`src/rtl/mult_div_unit_if.sv`:
```
// Request/result bundle between the execute stage and the multiply/divide unit.
// The core owns the master side; the unit owns the slave side.
interface mult_div_unit_if #(
  parameter int DATA_W = 32
);
  logic              i_start;
  logic [2:0]        i_op;
  logic [DATA_W-1:0] i_data_A;
  logic [DATA_W-1:0] i_data_B;
  logic              o_busy;
  logic              o_done;
  logic [DATA_W-1:0] o_hi;
  logic [DATA_W-1:0] o_lo;

  modport master (
    output i_start, i_op, i_data_A, i_data_B,
    input  o_busy, o_done, o_hi, o_lo
  );

  modport slave (
    input  i_start, i_op, i_data_A, i_data_B,
    output o_busy, o_done, o_hi, o_lo
  );
endinterface

```
`src/rtl/mult_div_unit.sv`:
```
// Iterative radix-2 multiply/divide unit owning the HI/LO registers.
// Works on operand magnitudes and applies the result signs in a final FIX cycle.
module mult_div_unit #(
  parameter int DATA_W = 32
) (
  input logic           i_clk,
  input logic           i_rst,
  mult_div_unit_if.slave bus
);

  localparam int CNT_W = $clog2(DATA_W + 1);

  localparam logic [2:0] OP_MTHI = 3'b100;
  localparam logic [2:0] OP_MTLO = 3'b101;

  typedef enum logic [1:0] {
    IDLE,
    CALC,
    FIX
  } state_t;

  state_t              state;
  logic [CNT_W-1:0]    count;
  logic                is_div;
  logic                neg_q;
  logic                neg_r;
  logic                div_zero;
  logic [2*DATA_W-1:0] acc;
  logic [DATA_W-1:0]   rem;
  logic [DATA_W-1:0]   mag_b;
  logic                busy;
  logic                done;
  logic [DATA_W-1:0]   hi;
  logic [DATA_W-1:0]   lo;

  logic                is_signed;
  logic                a_neg;
  logic                b_neg;
  logic [DATA_W-1:0]   in_mag_a;
  logic [DATA_W-1:0]   in_mag_b;
  logic [DATA_W:0]     mul_sum;
  logic [2*DATA_W-1:0] acc_mul_next;
  logic [DATA_W:0]     rem_shift;
  logic [DATA_W:0]     rem_diff;
  logic [2*DATA_W-1:0] acc_div_next;
  logic [DATA_W-1:0]   rem_div_next;

  // NOTE: every always_comb output gets a default first so no path can infer a latch.
  always_comb begin
    is_signed    = 1'b0;
    a_neg        = 1'b0;
    b_neg        = 1'b0;
    in_mag_a     = '0;
    in_mag_b     = '0;
    mul_sum      = '0;
    acc_mul_next = '0;
    rem_shift    = '0;
    rem_diff     = '0;
    acc_div_next = '0;
    rem_div_next = '0;

    // Signed ops have an even opcode; unsigned ones set bit 0.
    is_signed = ~bus.i_op[0];
    a_neg     = is_signed & bus.i_data_A[DATA_W-1];
    b_neg     = is_signed & bus.i_data_B[DATA_W-1];
    in_mag_a  = a_neg ? -bus.i_data_A : bus.i_data_A;
    in_mag_b  = b_neg ? -bus.i_data_B : bus.i_data_B;

    // Shift-add: multiplier sits in the low half and is consumed LSB first.
    mul_sum      = {1'b0, acc[2*DATA_W-1:DATA_W]} + (acc[0] ? {1'b0, mag_b} : '0);
    acc_mul_next = {mul_sum, acc[DATA_W-1:1]};

    // Restoring divide: dividend shifts out of the low half, quotient bits shift in.
    rem_shift    = {rem, acc[DATA_W-1]};
    rem_diff     = rem_shift - {1'b0, mag_b};
    acc_div_next = {acc[2*DATA_W-1:DATA_W], acc[DATA_W-2:0], ~rem_diff[DATA_W]};
    rem_div_next = rem_diff[DATA_W] ? rem_shift[DATA_W-1:0] : rem_diff[DATA_W-1:0];
  end

  // NOTE: sequential state uses non-blocking assignments only, so every register
  // samples the pre-edge value of the others.
  always_ff @(posedge i_clk) begin
    if (i_rst) begin
      state    <= IDLE;
      count    <= '0;
      is_div   <= 1'b0;
      neg_q    <= 1'b0;
      neg_r    <= 1'b0;
      div_zero <= 1'b0;
      acc      <= '0;
      rem      <= '0;
      mag_b    <= '0;
      busy     <= 1'b0;
      done     <= 1'b0;
      hi       <= '0;
      lo       <= '0;
    end else begin
      done <= 1'b0;
      unique case (state)
        IDLE: begin
          if (bus.i_start) begin
            if (!bus.i_op[2]) begin
              is_div   <= bus.i_op[1];
              neg_q    <= a_neg ^ b_neg;
              neg_r    <= a_neg;
              div_zero <= (bus.i_data_B == '0);
              acc      <= {{DATA_W{1'b0}}, in_mag_a};
              rem      <= '0;
              mag_b    <= in_mag_b;
              count    <= CNT_W'(DATA_W);
              busy     <= 1'b1;
              state    <= CALC;
            end else if (bus.i_op == OP_MTHI) begin
              hi <= bus.i_data_A;
            end else if (bus.i_op == OP_MTLO) begin
              lo <= bus.i_data_A;
            end
          end
        end

        CALC: begin
          if (is_div) begin
            acc <= acc_div_next;
            rem <= rem_div_next;
          end else begin
            acc <= acc_mul_next;
          end
          count <= count - 1'b1;
          if (count == CNT_W'(1)) begin
            state <= FIX;
          end
        end

        FIX: begin
          if (is_div) begin
            // Divide by zero leaves the remainder equal to the dividend; only LO is forced.
            lo <= div_zero ? '1 : (neg_q ? -acc[DATA_W-1:0] : acc[DATA_W-1:0]);
            hi <= neg_r ? -rem : rem;
          end else begin
            {hi, lo} <= neg_q ? -acc : acc;
          end
          busy  <= 1'b0;
          done  <= 1'b1;
          state <= IDLE;
        end

        default: begin
          busy  <= 1'b0;
          state <= IDLE;
        end
      endcase
    end
  end

  assign bus.o_busy = busy;
  assign bus.o_done = done;
  assign bus.o_hi   = hi;
  assign bus.o_lo   = lo;

endmodule
```
`src/flat_wrapper.sv`:
```
// flat-port wrapper written by rule: the top's interface ports become plain ports
module mult_div_unit_flat 
#(
  parameter int DATA_W = 32
)
  (i_clk, i_rst, bus_i_start, bus_i_op, bus_i_data_A, bus_i_data_B, bus_o_busy, bus_o_done, bus_o_hi, bus_o_lo);
  mult_div_unit_if #(.DATA_W(DATA_W)) bus_i ();
  input logic i_clk;
  input logic i_rst;
  input wire logic [$bits(bus_i.i_start)-1:0] bus_i_start;
  input wire logic [$bits(bus_i.i_op)-1:0] bus_i_op;
  input wire logic [$bits(bus_i.i_data_A)-1:0] bus_i_data_A;
  input wire logic [$bits(bus_i.i_data_B)-1:0] bus_i_data_B;
  output wire logic [$bits(bus_i.o_busy)-1:0] bus_o_busy;
  output wire logic [$bits(bus_i.o_done)-1:0] bus_o_done;
  output wire logic [$bits(bus_i.o_hi)-1:0] bus_o_hi;
  output wire logic [$bits(bus_i.o_lo)-1:0] bus_o_lo;
  assign bus_i.i_start = bus_i_start;
  assign bus_i.i_op = bus_i_op;
  assign bus_i.i_data_A = bus_i_data_A;
  assign bus_i.i_data_B = bus_i_data_B;
  assign bus_o_busy = bus_i.o_busy;
  assign bus_o_done = bus_i.o_done;
  assign bus_o_hi = bus_i.o_hi;
  assign bus_o_lo = bus_i.o_lo;
  mult_div_unit #(.DATA_W(DATA_W)) u_core (.i_clk(i_clk), .i_rst(i_rst), .bus(bus_i));
endmodule
```
`config.mk`:
```
export PLATFORM = sky130hd
export DESIGN_NAME = mult_div_unit_flat
export DESIGN_NICKNAME = d
export VERILOG_FILES = /design/src/rtl/mult_div_unit_if.sv /design/src/rtl/mult_div_unit.sv /design/src/flat_wrapper.sv
export SDC_FILE = /design/constraint.sdc
export NUM_CORES = 1
export LEC_CHECK = 0
export CELL_PAD_IN_SITES_DETAIL_PLACEMENT = 1
export CELL_PAD_IN_SITES_GLOBAL_PLACEMENT = 1
export CORE_ASPECT_RATIO = 1.2
export CORE_MARGIN = 2
export CORE_UTILIZATION = 44
export DETAILED_ROUTE_END_ITERATION = 10
export PLACE_DENSITY = 0.91
export SYNTH_ARGS = -nofsm -noshare
export SYNTH_HDL_FRONTEND = slang
export SYNTH_SLANG_ARGS = --single-unit
```
`constraint.sdc`:
```
create_clock -name i_clk -period 5.25 [get_ports i_clk]
set_input_delay 1.05 -clock i_clk [delete_from_list [all_inputs] [get_ports i_clk]]
set_output_delay 1.05 -clock i_clk [all_outputs]
set_load 0.01 [all_outputs]
```
==> metrics.txt, run 1 <==
share of total power in sequential cells 38.7%; fraction of power consumed by combinational cells 20.0%; total power density per cell area 244.8 nW/um^2; post-cts sizing count 0; average cell area after synthesis 7.595 sq um; deepest clock path buffer count 3; master cell of the clock root buffer sky130_fd_sc_hd__clkbuf_16; total design power 0.004389 W; min Tclk post-route 4.220 ns; clk_lat worst skew 0.55 ns; endpoints failing setup 0; Peak supply drop 0.1991 mV; H-tree Lvls 1; post-synthesis to final-layout area growth 16.18%; number of iterations in the first detailed-routing pass 6; count of standard-cell rows 75; CTS sink count 206; sum of overflow across all layers after global routing 0; count leader, synth sky130_fd_sc_hd__nand2_1; met1 Resource Use GR 38.07%; type of the worst setup path reg2reg; power share of the clock group 41.3%; Worst Setup Start Kind flop; Seq/Total Area, Yosys 26.72%; number of nets in the synthesized netlist 2174; max-cap violation count 0; TritonCTS clock tree done; commonest cells in the netlist sky130_fd_sc_hd__nand2_1 (220), sky130_fd_sc_hd__dfxtp_1 (206), sky130_fd_sc_hd__nor2_1 (196); layer with the highest usage after global routing met2; final number of max-transition violations 0; flops & latches, synth 206; maximum number of pins on one net before global-route repair 69; Final Util 51.50%; endpoints failing hold 0; Relative slew margins 11.67%; Syn Inst Count 2032; endpoint class of the critical path flop; transition time at the pin with the least slew margin 1.320 ns; count of boundary I/O pins 136; multi-input combinational cell area 10580 sq um; number of global-route vias before repair 17060; post-cts hold buffer count 0; via count 16340; Post-layout nets 2226; combined global-route utilization of all metal layers 32.90%; share of synthesized registers carrying an async set or reset 0%; cell family contributing the most delay on the critical path compound AO/OA/AOI/OAI gates; LEAKAGE 6.762 nW; met3 global-route usage 3.948%; area leader, netlist sky130_fd_sc_hd__dfxtp_1; core box area 34810 sq um; count of buffers added by post-CTS timing repair for setup 0; Die Span Y 209.2 um; Initial Utilization 44.33%; number of buffer and inverter instances along the worst setup path 3; CP Max Fanout 14; Max Clock Freq 236.9 MHz; share of the synthesized area in the top cell type 26.72%; post-DR wirelength/cell 23.87 um; fraction of final layout cells with drive strength greater than 1 5.619%; number of flops mapped to enable cells by yosys 0; net switching power figure 0.001327 W; detailed router's first-iteration violation count 1320; switching share of power 30.24%; clock slew at the register clock pins of the worst setup and hold paths 0.06 ns; Synth Warn # 0; GR Layer Usage met2 57.12%; remaining routing DRC violations 0; internal portion of total power 0.003062 W; most frequent CP cell sky130_fd_sc_hd__buf_4; count of unique library cells instantiated by Yosys 70; leading post-synthesis cells by cell area sky130_fd_sc_hd__dfxtp_1 (27%), sky130_fd_sc_hd__xnor2_1 (6.9%), sky130_fd_sc_hd__a21oi_1 (5.9%), sky130_fd_sc_hd__ha_1 (5.7%), sky130_fd_sc_hd__nand2_1 (5.4%); type of the tightest min-delay check reg2reg; Setup TNS 0 ns; clock buffer count from CTS 25; via-per-instance ratio 6.375; number of nets still failing antenna checks after routing 0; post-detailed-placement half-perimeter wirelength 45740 um; flip-flop cell with the highest count after synthesis sky130_fd_sc_hd__dfxtp_1; list of cells traversed by the critical path inv_1 -> ha_1 -> fa_1 -> nand2b_1 -> a21oi_1 -> nor4_1 -> o31a_1 -> o41ai_1 -> buf_4 -> a31oi_1 -> xnor2_4 -> buf_4 -> mux2i_1 -> o21ai_0; result of the run complete, no violations; post-synth design cell area 15430 sq um; Final Wtd Congestion 0.9458; aggregate routed wire length 61170 um; CP required 5.64 ns; RSZ-0062 raised after global routing false; slowest cell delay on critical path 0.43 ns; critical path arrival 4.61 ns; Buffers on Ports 135; DIE WIDTH 175.0 um; first-pass GRT wire length 95410 um; largest clock skew in the final design 0.01012 ns; slowest stage cell, crit path sky130_fd_sc_hd__xnor2_4; sequential cell area in the final layout 4126 sq um; number of fill cells in the layout 4260; number of antenna violations at the first check in global routing 1; share of the clock period used by the worst path after layout 80.39%; Die Outline Area 36600 sq um
## power groups by stage
stage / Clock, W / Combinational, W / Sequential, W
3_5_place_dp: 0 / 0.000855 / 0.00173
3_3_place_gp: 0 / 0.000826 / 0.00172
6_report: 0.00181 / 0.000877 / 0.00170
5_1_grt: 0.00190 / 0.000946 / 0.00170
2_1_floorplan: 0 / 0.000563 / 0.00170
4_1_cts: 0.00183 / 0.000864 / 0.00169
## registers in the layout (all words and copies together) (netlist names), 2 cells and up
| signal | flops |
|---|---|
| u_core.bus.o_hi | 32 |
| u_core.mag_b | 32 |
| u_core.rem | 32 |
| u_core.bus.o_lo | 32 |
| u_core.acc | 64 |
| u_core.state | 2 |
| u_core.count | 6 |
## path summary, 6_finish.rpt
kind	from	end	slack, ns	depth (start not counted)
hold reg to reg	u_core.bus.o_lo[4]	u_core.bus.o_lo[4]	0.45	2
setup / recovery	u_core.acc[31]	u_core.rem[4]	1.03	14
hold / removal	u_core.bus.o_lo[4]	u_core.bus.o_lo[4]	0.45	2
setup reg to reg	u_core.acc[31]	u_core.rem[4]	1.03	14
## area by class of cell
cell class              instances  share of cell area, %
diodes                          1                0.01396
clock buffers                  34                  4.012
clock inverters                 9                 0.6838
inverters                      65                  1.361
multi-input cells            1625                  59.01
flip-flops and latches        206                  23.01
well taps                     462                  3.224
repair buffers                161                  8.680
## cells by family (layout without fill, tap and decap cells)
family,Yosys count,count (layout),share of synthesized area (%)
flops,206,206,26.72
fa+ha+maj,72,72,5.934
simple gates,669,669,20.23
buf+inv,201,269,5.002
mux,65,65,4.394
compound gates,619,619,26.32
other cells,0,1,0
xor+xnor,200,200,11.40
## cells in the final DEF, fill, tap and decap left out, types with 13 or more instances in the layout
cell type and count:
sky130_fd_sc_hd__a22o_1 18, sky130_fd_sc_hd__nand2b_1 22, sky130_fd_sc_hd__nor4_1 19, sky130_fd_sc_hd__or3_1 34, sky130_fd_sc_hd__o221ai_1 24, sky130_fd_sc_hd__a21oi_1 181
sky130_fd_sc_hd__nand2_1 220, sky130_fd_sc_hd__mux2_2 22, sky130_fd_sc_hd__ha_1 70, sky130_fd_sc_hd__nor2_1 196, sky130_fd_sc_hd__or4_1 15, sky130_fd_sc_hd__a211oi_1 45
sky130_fd_sc_hd__dfxtp_1 204, sky130_fd_sc_hd__nor2b_1 13, sky130_fd_sc_hd__xnor2_1 122, sky130_fd_sc_hd__mux2i_1 43, sky130_fd_sc_hd__clkbuf_16 25, sky130_fd_sc_hd__clkdlybuf4s50_1 134
sky130_fd_sc_hd__xor2_1 77, sky130_fd_sc_hd__a31oi_1 34, sky130_fd_sc_hd__o21ai_0 122, sky130_fd_sc_hd__a222oi_1 21, sky130_fd_sc_hd__o41ai_1 21, sky130_fd_sc_hd__a21o_1 26
sky130_fd_sc_hd__nor3_1 38, sky130_fd_sc_hd__nand3_1 48, sky130_fd_sc_hd__inv_1 65, sky130_fd_sc_hd__buf_4 26, sky130_fd_sc_hd__o31ai_1 44
## per-stage QoR
| stage | area (sq um) | hold slack, ns | worst slack [ns] | std cells |
|---|---|---|---|---|
| 2_1_floorplan | 15430 | 0.4319 | 1.451 | 2032 |
| 3_3_place_gp | 17090 | 0.4400 | 0.8744 | 2519 |
| 3_5_place_dp | 17090 | 0.4500 | 0.7999 | 2519 |
| 4_1_cts | 17930 | 0.4587 | 1.088 | 2562 |
| 5_1_grt | 17930 | 0.4695 | 0.8262 | 2563 |
| 6_report | 17930 | 0.4543 | 1.030 | 2563 |
## layer usage
metal	part of all wire [%]	vias to the layer above
met2	48	742
met1	39	7901
met3	6.0	217
li1	-	7478
met5	0	-
met4	7.1	0
## tightest hold or removal path: cells and delay by family (launching register included)
kind	cells	cell delay (ns)
AOI/OAI and AO/OA	1	0.05
DFF	1	0.31
and+or+nand+nor	1	0.05
Power figures use the tool's default switching activity.
==> run 2, diff against run 1 <==
--- a/config.mk
+++ b/config.mk
@@ -9,9 +9,9 @@
 export CELL_PAD_IN_SITES_GLOBAL_PLACEMENT = 1
 export CORE_ASPECT_RATIO = 1.2
 export CORE_MARGIN = 2
-export CORE_UTILIZATION = 44
+export CORE_UTILIZATION = 40
 export DETAILED_ROUTE_END_ITERATION = 10
-export PLACE_DENSITY = 0.91
+export PLACE_DENSITY = 0.87
 export SYNTH_ARGS = -nofsm -noshare
 export SYNTH_HDL_FRONTEND = slang
 export SYNTH_SLANG_ARGS = --single-unit
==> constraint.sdc (replaced) <==
create_clock -name i_clk -period 3.4 [get_ports i_clk]
set_input_delay 0.68 -clock i_clk [delete_from_list [all_inputs] [get_ports i_clk]]
set_output_delay 0.68 -clock i_clk [all_outputs]
set_load 0.01 [all_outputs]
==> metrics.txt, run 2 (synthesis gave the netlist of run 1 again) <==
total power density per cell area 351.6 nW/um^2 (+44%); Relative slew margins 42.27% (+31 points); Final Util 50.90% (-0.60 points); post-DR wirelength/cell 23.43 um (-1.8%); commonest cells after routing, fill and taps aside sky130_fd_sc_hd__nand2_1 (220), sky130_fd_sc_hd__dfxtp_1 (201), sky130_fd_sc_hd__nor2_1 (195); share of the clock period used by the worst path after layout 101.1% (+21 points); post-detailed-placement half-perimeter wirelength 48810 um (+6.7%); remaining routing DRC violations 0 (unchanged); most flop-heavy register u_core.acc; Cells on Worst Hold Path 2 (unchanged); count of antenna diodes in the layout 0 (-1); Buffers on Ports 135 (unchanged); start of the worst register-to-register path u_core.acc[31]; CTS sink count 206 (unchanged); maximum number of pins on one net before global-route repair 69 (unchanged); end of the worst hold path u_core.bus.o_lo[15]; count of boundary I/O pins 136 (unchanged); core box area 37960 sq um (+9.0%); Peak supply drop 0.3305 mV (+66%); cell family contributing the most delay on the critical path compound AO/OA/AOI/OAI gates; Worst Reg-to-Reg Cells 14 (unchanged); violated checks setup timing; CP required 3.79 ns (-1.85 ns); CP Max Fanout 6 (-8); clk_lat worst skew 0.55 ns (about the same); type of the worst setup path reg2reg; post-synthesis to final-layout area growth 25.20%; DIE WIDTH 183.3 um (+4.8%); RSZ-0062 raised after global routing true; detailed router's first-iteration violation count 1307 (-0.98%); Final Wtd Congestion 0.9255 (-2.1%); number of flip-flops under the largest register name 64 (unchanged); TritonCTS clock tree done; number of antenna violations at the first check in global routing 0 (-1); number of nets still failing antenna checks after routing 0 (unchanged); deepest clock path buffer count 3 (unchanged); Post-layout nets 2383 (+7.1%); combined global-route utilization of all metal layers 30.98% (-1.9 points); via-per-instance ratio 6.236 (-2.2%); number of global-route vias before repair 17910 (+5.0%); number of buffer and inverter instances along the worst setup path 3 (unchanged); result of the run finished with violations; master cell of the clock root buffer sky130_fd_sc_hd__clkbuf_16; Placement Setup Slack -0.2436 ns (-1.044 ns); final number of max-transition violations 0 (unchanged); max-cap violation count 0 (unchanged); transition time at the pin with the least slew margin 0.8660 ns (-0.4541 ns); slowest stage cell, crit path sky130_fd_sc_hd__o41ai_4; LEAKAGE 7.567 nW (+12%); first-pass GRT wire length 98550 um (+3.3%); critical path arrival 3.83 ns (-0.78 ns); clock slew at the register clock pins of the worst setup and hold paths 0.06 ns (about the same); number of iterations in the first detailed-routing pass 5 (-1); count of standard-cell rows 78 (+4.0%); min Tclk post-route 3.439 ns (-0.7818 ns); fraction of final layout cells with drive strength greater than 1 13.25% (+7.6 points); sum of overflow across all layers after global routing 0 (unchanged); via count 17060 (+4.4%); endpoint of the worst register-to-register path u_core.rem[10]; endpoint class of the critical path flop; Die Span Y 219.2 um (+4.8%); aggregate routed wire length 64090 um (+4.8%); Initial Utilization 40.65% (-3.7 points); endpoints failing hold 0 (unchanged); type of the tightest min-delay check reg2reg; slowest cell delay on critical path 0.47 ns (+0.04 ns); most frequent standard cell in the layout excluding fill and tap cells sky130_fd_sc_hd__nand2_1; endpoints failing setup 4 (+4); Hold Worst Slack 0.4476 ns (-0.006660 ns); Worst Setup Start Kind flop; Max Clock Freq 290.8 MHz (+23%); worst-case setup margin in the final layout -0.03850 ns (-1.068 ns); largest clock skew in the final design 0.01084 ns (+0.0007172 ns); register-to-register path setup slack -0.04 ns (-1.07 ns); list of cells traversed by the critical path inv_2 -> ha_4 -> fa_2 -> nand2b_4 -> a21oi_4 -> nor4_4 -> o31a_1 -> o41ai_4 -> a31oi_4 -> xnor2_4 -> buf_12 -> buf_4 -> mux2i_1 -> o21ai_0; Worst Min Path Start u_core.bus.o_lo[15]; post-cts hold buffer count 0 (unchanged); clock buffer count from CTS 25 (unchanged); H-tree Lvls 1 (unchanged); Die Outline Area 40180 sq um (+9.8%)
run 2: where the power goes:
| part | switching, W | internal (W) |
|---|---|---|
| clock network | 0.00112 | 0.00150 |
| registers | 0.0000790 | 0.00250 |
| logic | 0.000930 | 0.000666 |
run 2: how the worst max path moves through the flow:
stage,slack (ns),cells past startpoint,from,endpoint
after global placement,-0.09,12,bus_i_data_A[17],u_core.acc[31]
after detailed placement,-0.24,9,bus_i_data_A[10],u_core.acc[18]
final,-0.04,14,u_core.acc[31],u_core.rem[10]
after floorplan,-0.03,11,u_core.acc[25],u_core.bus.o_hi[31]
after CTS,0.008,9,u_core.acc[25],u_core.bus.o_hi[31]
after global routing,-0.15,14,u_core.acc[31],u_core.rem[10]
run 2: what timing repair did:
action	4_1_cts	5_1_grt
gates cloned	0	1
endpoints found under the hold margin	0	0
setup endpoints to repair	34	50
gates resized for setup	5	45
pin swaps	7	15
setup buffers	7	5
run 2: worst register-to-register path, stage by stage (launching register included):
cell and delay (ns):
sky130_fd_sc_hd__dfxtp_2 0.35, sky130_fd_sc_hd__inv_2 0.05, sky130_fd_sc_hd__ha_4 0.17, sky130_fd_sc_hd__fa_2 0.36
sky130_fd_sc_hd__nand2b_4 0.16, sky130_fd_sc_hd__a21oi_4 0.18, sky130_fd_sc_hd__nor4_4 0.06, sky130_fd_sc_hd__o31a_1 0.37
sky130_fd_sc_hd__o41ai_4 0.47, sky130_fd_sc_hd__a31oi_4 0.18, sky130_fd_sc_hd__xnor2_4 0.31, sky130_fd_sc_hd__buf_12 0.18
sky130_fd_sc_hd__buf_4 0.13, sky130_fd_sc_hd__mux2i_1 0.21, sky130_fd_sc_hd__o21ai_0 0.11
run 2: metrics by stage:
step / cells / setup TNS, ns / cell area [sq um] / power [W]
after CTS: 2730 / 0 / 19120 / 0.006744
after global routing: 2736 / -1.474 / 19320 / 0.007011
final: 2736 / -0.06406 / 19320 / 0.006795
after floorplan: 2032 / -0.06207 / 15480 / 0.003501
after detailed placement: 2681 / -2.350 / 18280 / 0.004142
after global placement: 2681 / -0.1653 / 18280 / 0.004087
run 2: routing by layer:
layer  vias up  share of wire [%]  global-route usage [%]
met5         -                  0                       0
met4         0                6.9                   19.44
met1      8410                 39                   34.22
met2       639                 49                   55.73
met3       230                5.5                   4.481
li1       7784                  -                       -
run 2: layout make-up:
cell class	count	area (sq um)
Clock buffer	35	703.2
Clock inverter	7	60.06
Inverter	65	244.0
Tap cell	480	600.6
Multi-Input combinational cell	1625	10750
Timing Repair Buffer	318	2834
Sequential cell	206	4130
Fill cell	4597	18640
==> run 3, diff against run 2 <==
--- a/config.mk
+++ b/config.mk
@@ -12,6 +12,7 @@
 export CORE_UTILIZATION = 40
 export DETAILED_ROUTE_END_ITERATION = 10
 export PLACE_DENSITY = 0.87
+export SLEW_MARGIN = 20
 export SYNTH_ARGS = -nofsm -noshare
 export SYNTH_HDL_FRONTEND = slang
 export SYNTH_SLANG_ARGS = --single-unit
==> results of run 3 <==
The final DEF is identical to that of run 2; final timing and power are the same.
